[src/rtl/tdm_demux2_if.sv]
// Serial TDM link bundle: bit stream in, two parallel channel words out.
// The bench drives through master; the demux sits on slave.
interface tdm_demux2_if #(
  parameter int WIDTH = 8
);
  logic             din;
  logic             din_valid;
  logic             frame_sync;
  logic [WIDTH-1:0] x_data;
  logic             x_valid;
  logic [WIDTH-1:0] y_data;
  logic             y_valid;
  logic             slot;
  logic             locked;
  logic             sync_err;

  modport master (
    output din, din_valid, frame_sync,
    input  x_data, x_valid, y_data, y_valid,
    input  slot, locked, sync_err
  );

  modport slave (
    input  din, din_valid, frame_sync,
    output x_data, x_valid, y_data, y_valid,
    output slot, locked, sync_err
  );
endinterface

[src/rtl/tdm_demux2.sv]
// Two-slot TDM demultiplexer: serial MSB-first x/y slots to words.
// Slot 0 -> x, slot 1 -> y, matching the transmit-side mux.
module tdm_demux2 #(
  parameter int WIDTH = 8
) (
  input  logic        clk,
  input  logic        rst,
  tdm_demux2_if.slave bus
);

  localparam int CW = (WIDTH > 2) ? $clog2(WIDTH) : 1;
  localparam logic [CW-1:0] LAST = CW'(WIDTH - 1);

  typedef enum logic [1:0] {
    HUNT   = 2'd0,
    SLOT_X = 2'd1,
    SLOT_Y = 2'd2
  } state_t;

  state_t           state_q, state_d;
  logic [CW-1:0]    cnt_q, cnt_d;
  logic [WIDTH-1:0] sh_q, sh_d;
  logic [WIDTH-1:0] xd_q, xd_d;
  logic [WIDTH-1:0] yd_q, yd_d;
  logic             xv_q, xv_d;
  logic             yv_q, yv_d;
  logic             se_q, se_d;
  logic [WIDTH-1:0] shifted;
  logic [WIDTH-1:0] first;

  assign shifted = {sh_q[WIDTH-2:0], bus.din};
  assign first   = {{(WIDTH-1){1'b0}}, bus.din};

  always_ff @(posedge clk) begin
    if (rst) begin
      state_q <= HUNT;
      cnt_q   <= '0;
      sh_q    <= '0;
      xd_q    <= '0;
      yd_q    <= '0;
      xv_q    <= 1'b0;
      yv_q    <= 1'b0;
      se_q    <= 1'b0;
    end else begin
      state_q <= state_d;
      cnt_q   <= cnt_d;
      sh_q    <= sh_d;
      xd_q    <= xd_d;
      yd_q    <= yd_d;
      xv_q    <= xv_d;
      yv_q    <= yv_d;
      se_q    <= se_d;
    end
  end

  always_comb begin
    state_d = state_q;
    cnt_d   = cnt_q;
    sh_d    = sh_q;
    xd_d    = xd_q;
    yd_d    = yd_q;
    xv_d    = 1'b0;
    yv_d    = 1'b0;
    se_d    = 1'b0;
    if (bus.din_valid) begin
      unique case (state_q)
        HUNT: begin
          if (bus.frame_sync) begin
            sh_d    = first;
            cnt_d   = CW'(1);
            state_d = SLOT_X;
          end
        end
        SLOT_X: begin
          // A sync on a word boundary is a normal frame start.
          if (bus.frame_sync && cnt_q != '0) begin
            se_d  = 1'b1;
            sh_d  = first;
            cnt_d = CW'(1);
          end else if (cnt_q == LAST) begin
            sh_d    = shifted;
            xd_d    = shifted;
            xv_d    = 1'b1;
            cnt_d   = '0;
            state_d = SLOT_Y;
          end else begin
            sh_d  = shifted;
            cnt_d = cnt_q + CW'(1);
          end
        end
        SLOT_Y: begin
          if (bus.frame_sync) begin
            se_d    = 1'b1;
            sh_d    = first;
            cnt_d   = CW'(1);
            state_d = SLOT_X;
          end else if (cnt_q == LAST) begin
            sh_d    = shifted;
            yd_d    = shifted;
            yv_d    = 1'b1;
            cnt_d   = '0;
            state_d = SLOT_X;
          end else begin
            sh_d  = shifted;
            cnt_d = cnt_q + CW'(1);
          end
        end
        default: begin
          state_d = HUNT;
          cnt_d   = '0;
        end
      endcase
    end
  end

  assign bus.x_data   = xd_q;
  assign bus.y_data   = yd_q;
  assign bus.x_valid  = xv_q;
  assign bus.y_valid  = yv_q;
  assign bus.sync_err = se_q;
  assign bus.slot     = (state_q == SLOT_Y);
  assign bus.locked   = (state_q == SLOT_X) || (state_q == SLOT_Y);

endmodule
[src/flat_wrapper.sv]
// flat-port wrapper written by rule: the top's interface ports become plain ports
module tdm_demux2_flat 
#(
  parameter int WIDTH = 8
)
  (clk, rst, bus_din, bus_din_valid, bus_frame_sync, bus_x_data, bus_x_valid, bus_y_data, bus_y_valid, bus_slot, bus_locked, bus_sync_err);
  tdm_demux2_if #(.WIDTH(WIDTH)) bus_i ();
  input  logic clk;
  input  logic rst;
  input wire logic [$bits(bus_i.din)-1:0] bus_din;
  input wire logic [$bits(bus_i.din_valid)-1:0] bus_din_valid;
  input wire logic [$bits(bus_i.frame_sync)-1:0] bus_frame_sync;
  output wire logic [$bits(bus_i.x_data)-1:0] bus_x_data;
  output wire logic [$bits(bus_i.x_valid)-1:0] bus_x_valid;
  output wire logic [$bits(bus_i.y_data)-1:0] bus_y_data;
  output wire logic [$bits(bus_i.y_valid)-1:0] bus_y_valid;
  output wire logic [$bits(bus_i.slot)-1:0] bus_slot;
  output wire logic [$bits(bus_i.locked)-1:0] bus_locked;
  output wire logic [$bits(bus_i.sync_err)-1:0] bus_sync_err;
  assign bus_i.din = bus_din;
  assign bus_i.din_valid = bus_din_valid;
  assign bus_i.frame_sync = bus_frame_sync;
  assign bus_x_data = bus_i.x_data;
  assign bus_x_valid = bus_i.x_valid;
  assign bus_y_data = bus_i.y_data;
  assign bus_y_valid = bus_i.y_valid;
  assign bus_slot = bus_i.slot;
  assign bus_locked = bus_i.locked;
  assign bus_sync_err = bus_i.sync_err;
  tdm_demux2 #(.WIDTH(WIDTH)) u_core (.clk(clk), .rst(rst), .bus(bus_i));
endmodule
[config.mk]
export PLATFORM = sky130hd
export DESIGN_NAME = tdm_demux2_flat
export DESIGN_NICKNAME = d
export VERILOG_FILES = /design/src/rtl/tdm_demux2_if.sv /design/src/rtl/tdm_demux2.sv /design/src/flat_wrapper.sv
export SDC_FILE = /design/constraint.sdc
export NUM_CORES = 1
export LEC_CHECK = 0
export ABC_CLOCK_PERIOD_IN_PS = 1450
export CAP_MARGIN = 15
export CELL_PAD_IN_SITES_DETAIL_PLACEMENT = 2
export CELL_PAD_IN_SITES_GLOBAL_PLACEMENT = 2
export CORE_MARGIN = 10
export CORE_UTILIZATION = 28
export CTS_CLUSTER_SIZE = 40
export DETAILED_ROUTE_END_ITERATION = 10
export HOLD_SLACK_MARGIN = 0.08
export PLACE_DENSITY_LB_ADDON = 0.2
export SETUP_SLACK_MARGIN = 0.5
export SLEW_MARGIN = 20
export SYNTH_ARGS = -nofsm -noshare
export SYNTH_HDL_FRONTEND = slang
export SYNTH_SLANG_ARGS = --single-unit
[constraint.sdc]
create_clock -name clk -period 1.45 [get_ports clk]
set_input_delay 0.29 -clock clk [delete_from_list [all_inputs] [get_ports clk]]
set_output_delay 0.29 -clock clk [all_outputs]
set_load 0.005 [all_outputs]
==> results of run 1 <==
[where the power goes]
part / internal (mW) / switching [mW]
sequential: 0.857 / 0.0130
clock: 0.337 / 0.363
combinational: 0.167 / 0.196
[cells by family (layout without fill, tap and decap cells)]
family | after synthesis | count (layout)
AOI/OAI and AO/OA | 34 | 35
buffers and inverters | 18 | 89
muxes | 8 | 8
and+or+nand+nor | 52 | 52
DFF | 31 | 31
other | 0 | 1
adders and majority gates | 8 | 8
[synthesized netlist by cell type (2+ instances only)]
master    instances
clkbuf_1          2
inv_1            11
a21oi_2           8
o211ai_1          3
nor2_1           10
a31o_1            3
and3_1            3
mux2i_1           8
dfxtp_1          31
a21oi_1           4
ha_1              8
buf_4             2
o32ai_1           4
o21ai_0           2
nor3_1            2
nand2_1          26
nor2b_1           3
nand3_1           2
nor3b_1           3
[worst max-delay path: stages, from the launching register on]
cell and delay, ns:
dfxtp_4 0.36, buf_6 0.13, ha_4 0.16, buf_6 0.14, inv_6 0.07, a21oi_4 0.04, o211ai_1 0.29, buf_4 0.22
o32ai_2 0.08
[cell type report]
type	instances	share of cell area, %
multi-input combinational	103	40.0
sequential	31	26.0
inverter	12	2.19
timing repair buffer	69	25.0
clock inverter	2	0.447
clock buffer	6	2.88
tap	67	3.33
antenna	1	0.0994
[worst max path at each step]
stage	start	end	slack, ns
floorplan	u_core.cnt_q[0]	u_core.bus.x_data[0]	0.1
global placement	bus_frame_sync	u_core.bus.x_data[6]	-0.35
detailed placement	bus_frame_sync	u_core.bus.x_data[6]	-0.40
CTS	u_core.cnt_q[1]	u_core.bus.x_data[6]	-0.03
global route	u_core.cnt_q[1]	u_core.bus.x_data[6]	-0.19
finish	u_core.state_q[0]	u_core.sh_q[6]	-0.17
[cell usage in the layout (no fill, tap or decap), drive strengths merged, types with 2 or more instances in the layout]
master         instances
a31o                   3
buf                   65
and3                   3
inv                   13
nand3                  2
nand2                 26
o211ai                 3
clkbuf                 6
dfxtp                 31
clkdlybuf4s50          2
nor3                   3
nor2b                  3
ha                     8
nor3b                  3
mux2i                  8
a21oi                 12
o2111a                 2
nor2                  10
o32ai                  4
o21ai                  3
[registers in the layout, indices dropped and copies added (netlist names)]
name / count
u_core.bus.sync_err: 1
u_core.bus.x_data: 8
u_core.bus.x_valid: 1
u_core.bus.y_data: 8
u_core.bus.y_valid: 1
u_core.cnt_q: 3
u_core.sh_q: 7
u_core.state_q: 2
[per-stage QoR]
stage / cell area [µm²] / power, mW / hold slack (ns)
4_1_cts: 2340 / 1.86 / 0.479
5_1_grt: 2520 / 2.02 / 0.520
2_1_floorplan: 1560 / 1.01 / 0.426
3_5_place_dp: 2020 / 1.11 / 0.464
6_report: 2520 / 1.93 / 0.484
3_3_place_gp: 2020 / 1.10 / 0.457
[what timing repair did]
item                                    CTS  global route
endpoints found under the setup margin   52            52
resized for setup                       137            31
cloned                                    1             0
buffers inserted                         14             8
pin swaps                                21            11
endpoints found under the hold margin     0             0
[metal layers]
metal  routed length (µm)  up-vias  GRT usage [%]
met5                    0        -              0
met4                  208        0           4.11
met3                  230       16           3.82
met2                 3530       37           27.3
met1                 2840      728           16.5
li1                     -      671              -
==> flow_metrics.tcl, run 1 <==
set metrics [dict create \
    outcome "finished with violations" \
    violations "negative setup slack" \
    clock.fmax_mhz 618 \
    final_util_pct 52.6 \
    worstHoldEndpoint "u_core.bus.y_data[5]" \
    core_area_um2 4790 \
    viasPerCell 4.99 \
    grt_usage_pct 14.9 \
    grt_overflow 0 \
    slew-limit-headroom_pct 75.7 \
    drtAntennaViolNets 0 \
    dieWidth_um 90.7 \
    synthesis.area_um2 1400 \
    cts_hold_buf 0 \
    multi_input_area_um2 1010 \
    rsz0062_at_grt "yes" \
    synth_compound_area_share_pct 19.7 \
    synth_mux_area_share_pct 5.73 \
    seqCellArea_um2 656 \
    synth_flop_cell "dfxtp_1" \
    syn_inst 151 \
    hp-start "u_core.bus.y_data[5]" \
    peakVddDrop_mv 0.515 \
    worstSetupStartpointType "register" \
    clock_sinks 31 \
    min_path_cells 2 \
    clock_skew_ns 0.00568 \
    cts_root_buf "clkbuf_8" \
    setup_tns_ns -1.73 \
    drt-total-wl_mm 6.81 \
    ys_seq_area_share_pct 44.4 \
    die_area_um2 8220 \
    gp_congestion 0.822 \
    hold_viol 0 \
    io_buffers 25 \
    clkLatencyLatePin_ns 0.29 \
    setup_viol 24 \
    ys_async_sr_fraction_pct 0 \
    final_max_slew_viol_count 0 \
    synth-simple-area-share_pct 17.0 \
    route.detailed.drc 0 \
    path_clk_slew_ns 0.08 \
    synth-edff-count 0 \
    ys_types 35 \
    dr_total_vias 1452 \
    hp-class "register to register" \
    ios 26 \
    post-place-cells 259 \
    synth_xor_area_share_pct 0 \
    fill_cells 480 \
    numCtsBuffers 5 \
    powerDensity_nw_per_um2 768 \
    rr_worst_depth 8 \
    drv_cap 0 \
    h-tree-depth 2 \
    critPathKind "register to register" \
    synth_area_leaders "dfxtp_1 (44%), ha_1 (7.2%), nand2_1 (7.0%), mux2i_1 (5.7%), a21oi_2 (5.0%)" \
    grt_pass1_vias 1599 \
    drive_above_1_share_pct 70.0 \
    wl_per_cell_um 23.4 \
    yosysWarnings 0 \
    drt_iter0_drc 49 \
    area_growth_syn_to_layout_pct 80.2 \
    first_pass_iters 4 \
    syn-num-nets 164 \
    place_ws_ns -0.399 \
    hpwl_mm 3.57 \
    r2r_start "u_core.state_q[0]" \
    crit_path_end_kind "register" \
    rows 25 \
    initial_core_util_pct 29.2 \
    synth_top_family_by_area "compound AO/OA/AOI/OAI gates" \
    synth.avg_cell_area_um2 9.26 \
    finalNetCount 235 \
    synth_top_cell_by_area "dfxtp_1" \
    die_h_um 90.7 \
    p_leak_nw 0.976 \
    r2r_setup_slack_ns -0.17 \
    cp_data_required_time_ns 1.63 \
    synth_fa_ha_area_share_pct 7.16 \
    grt_pass1_wl_mm 9.72 \
    crit_arrival_ns 1.80 \
    fin_cells 291 \
    fin_ws_ns -0.168 \
    antenna_found_initial 1 \
    grt_max_degree 13 \
    timing.rr.end "u_core.sh_q[6]" \
    synth-seq-cells 31 \
    worstPathMaxFanout 4 \
    worst_slew_pin_slew_ns 0.365 \
    final.period_utilization_pct 112 \
    fin_crit_ns 1.62 \
    clock_path_buffers 2 \
    cts_tree "done" \
    synth_top_area_share_pct 44.4 \
]
Power figures use the tool's default switching activity.
==> run 2: changes to the inputs <==
- CORE_MARGIN: 10 -> 2
==> flow_metrics.tcl, run 2 (synthesized netlist as in run 1, its figures left out) <==
set metrics [dict create \
    fill_cells 514 \
    peakVddDrop_mv 0.496 \
    r2r_setup_slack_ns -0.09 \
    post-place-cells 257 \
    viasPerCell 4.82 \
    grt_usage_pct 20.7 \
    area_growth_syn_to_layout_pct 69.4 \
    outcome "finished with violations" \
    grt_max_degree 13 \
    worstSetupStartpointType "register" \
    drt_iter0_drc 40 \
    fin_ws_ns -0.0909 \
    first_pass_iters 3 \
    timing.rr.end "u_core.sh_q[3]" \
    fin_crit_ns 1.54 \
    grt_pass1_wl_mm 8.40 \
    path_clk_slew_ns 0.07 \
    grt_pass1_vias 1548 \
    final_max_slew_viol_count 0 \
    hp-class "register to register" \
    hpwl_mm 3.35 \
    intPower_mw 1.44 \
    pwr-share-seq_pct 45.2 \
    rr_worst_depth 8 \
    antenna_found_initial 0 \
    fin_cells 283 \
    worstPathMaxFanout 4 \
    place_ws_ns -0.420 \
    p_sw_mw 0.491 \
    fin_total_pwr_mw 1.93 \
    h-tree-depth 2 \
    layout_commonest_cell "buf_4" \
    p_comb_share_pct 16.3 \
    setup_tns_ns -0.416 \
    diodes 0 \
    rows 25 \
    min_path_cells 2 \
    initial_core_util_pct 29.4 \
    cts_hold_buf 0 \
    numCtsBuffers 5 \
    drive_above_1_share_pct 64.8 \
    setup_viol 10 \
    rsz0062_at_grt "yes" \
    cp_data_required_time_ns 1.62 \
    place_area_um2 2010 \
    final_cell_mix "buf_4 (26), buf_6 (20), dfxtp_2 (18)" \
    powerDensity_nw_per_um2 815 \
    finalNetCount 228 \
    io_buffers 25 \
    ios 26 \
    wl_per_cell_um 19.0 \
    violations "negative setup slack" \
    gp_congestion 0.811 \
    core_area_um2 4750 \
    die_area_um2 5570 \
    final.period_utilization_pct 106 \
    drtAntennaViolNets 0 \
    clock_skew_ns 0.00735 \
    crit_arrival_ns 1.71 \
    dr_total_vias 1365 \
    clock_path_buffers 2 \
    hp-start "u_core.bus.y_data[0]" \
    worstHoldEndpoint "u_core.bus.y_data[0]" \
    slew-limit-headroom_pct 79.1 \
    die_h_um 74.7 \
    r2r_start "u_core.state_q[1]" \
    dieWidth_um 74.7 \
    clock.fmax_mhz 649 \
    drt-total-wl_mm 5.37 \
    clock_sinks 31 \
    cts_root_buf "clkbuf_8" \
    drv_cap 0 \
    clkPwrFrac_pct 38.6 \
    route.detailed.drc 0 \
    hold_ws_ns 0.468 \
    hold_viol 0 \
    p_leak_nw 0.937 \
    final_util_pct 49.8 \
    grt_overflow 0 \
    swShare_pct 25.4 \
    critPathKind "register to register" \
    final_cell_area_um2 2370 \
    worst_slew_pin_slew_ns 0.312 \
    cts_tree "done" \
    clkLatencyLatePin_ns 0.28 \
    crit_path_end_kind "register" \
]
==> run 2: cell type report <==
type,instances,area (µm²),area share (%)
multi-input cells,103,937,39.6
flip-flops and latches,31,654,27.6
repair buffers,62,537,22.7
clock buffers,8,100,4.23
well taps,67,83.8,3.54
inverters,12,55.1,2.33
==> run 2: layer usage <==
| metal | GRT usage [%] | up-vias | wire, µm |
|---|---|---|---|
| met1 | 24.3 | 678 | 2260 |
| met5 | 0 | - | 0 |
| met3 | 4.55 | 11 | 139 |
| met2 | 36.4 | 25 | 2840 |
| li1 | - | 651 | - |
| met4 | 8.73 | 0 | 129 |
==> run 2: repair_timing <==
action / 4_1_cts / 5_1_grt
gates cloned: 1 / 0
pin swaps: 13 / 7
gates resized for setup: 133 / 13
setup endpoints to repair: 52 / 52
buffers inserted: 9 / 8
==> run 2: worst max-delay path by stage <==
| stage | from | end |
|---|---|---|
| after floorplan | u_core.cnt_q[0] | u_core.bus.x_data[0] |
| after global placement | bus_frame_sync | u_core.bus.x_data[1] |
| after detailed placement | bus_frame_sync | u_core.bus.x_data[0] |
| after CTS | u_core.state_q[1] | u_core.sh_q[3] |
| after global routing | u_core.state_q[1] | u_core.sh_q[3] |
| final | u_core.state_q[1] | u_core.sh_q[3] |
==> run 2: worst max-delay path: stages (launching register included) <==
cell and delay (ns):
dfxtp_4 0.36, buf_6 0.11, inv_4 0.04, ha_4 0.17, buf_6 0.13, inv_4 0.06, a21oi_4 0.04, o211a_1 0.26
a31o_1 0.25
==> run 2: power by group through the flow <==
| stage | Clock [mW] | Sequential, mW | Combinational (mW) |
|---|---|---|---|
| floorplan | 0 | 0.889 | 0.121 |
| global placement | 0 | 0.891 | 0.215 |
| detailed placement | 0 | 0.892 | 0.228 |
| CTS | 0.767 | 0.869 | 0.298 |
| global route | 0.800 | 0.872 | 0.336 |
| finish | 0.744 | 0.871 | 0.314 |
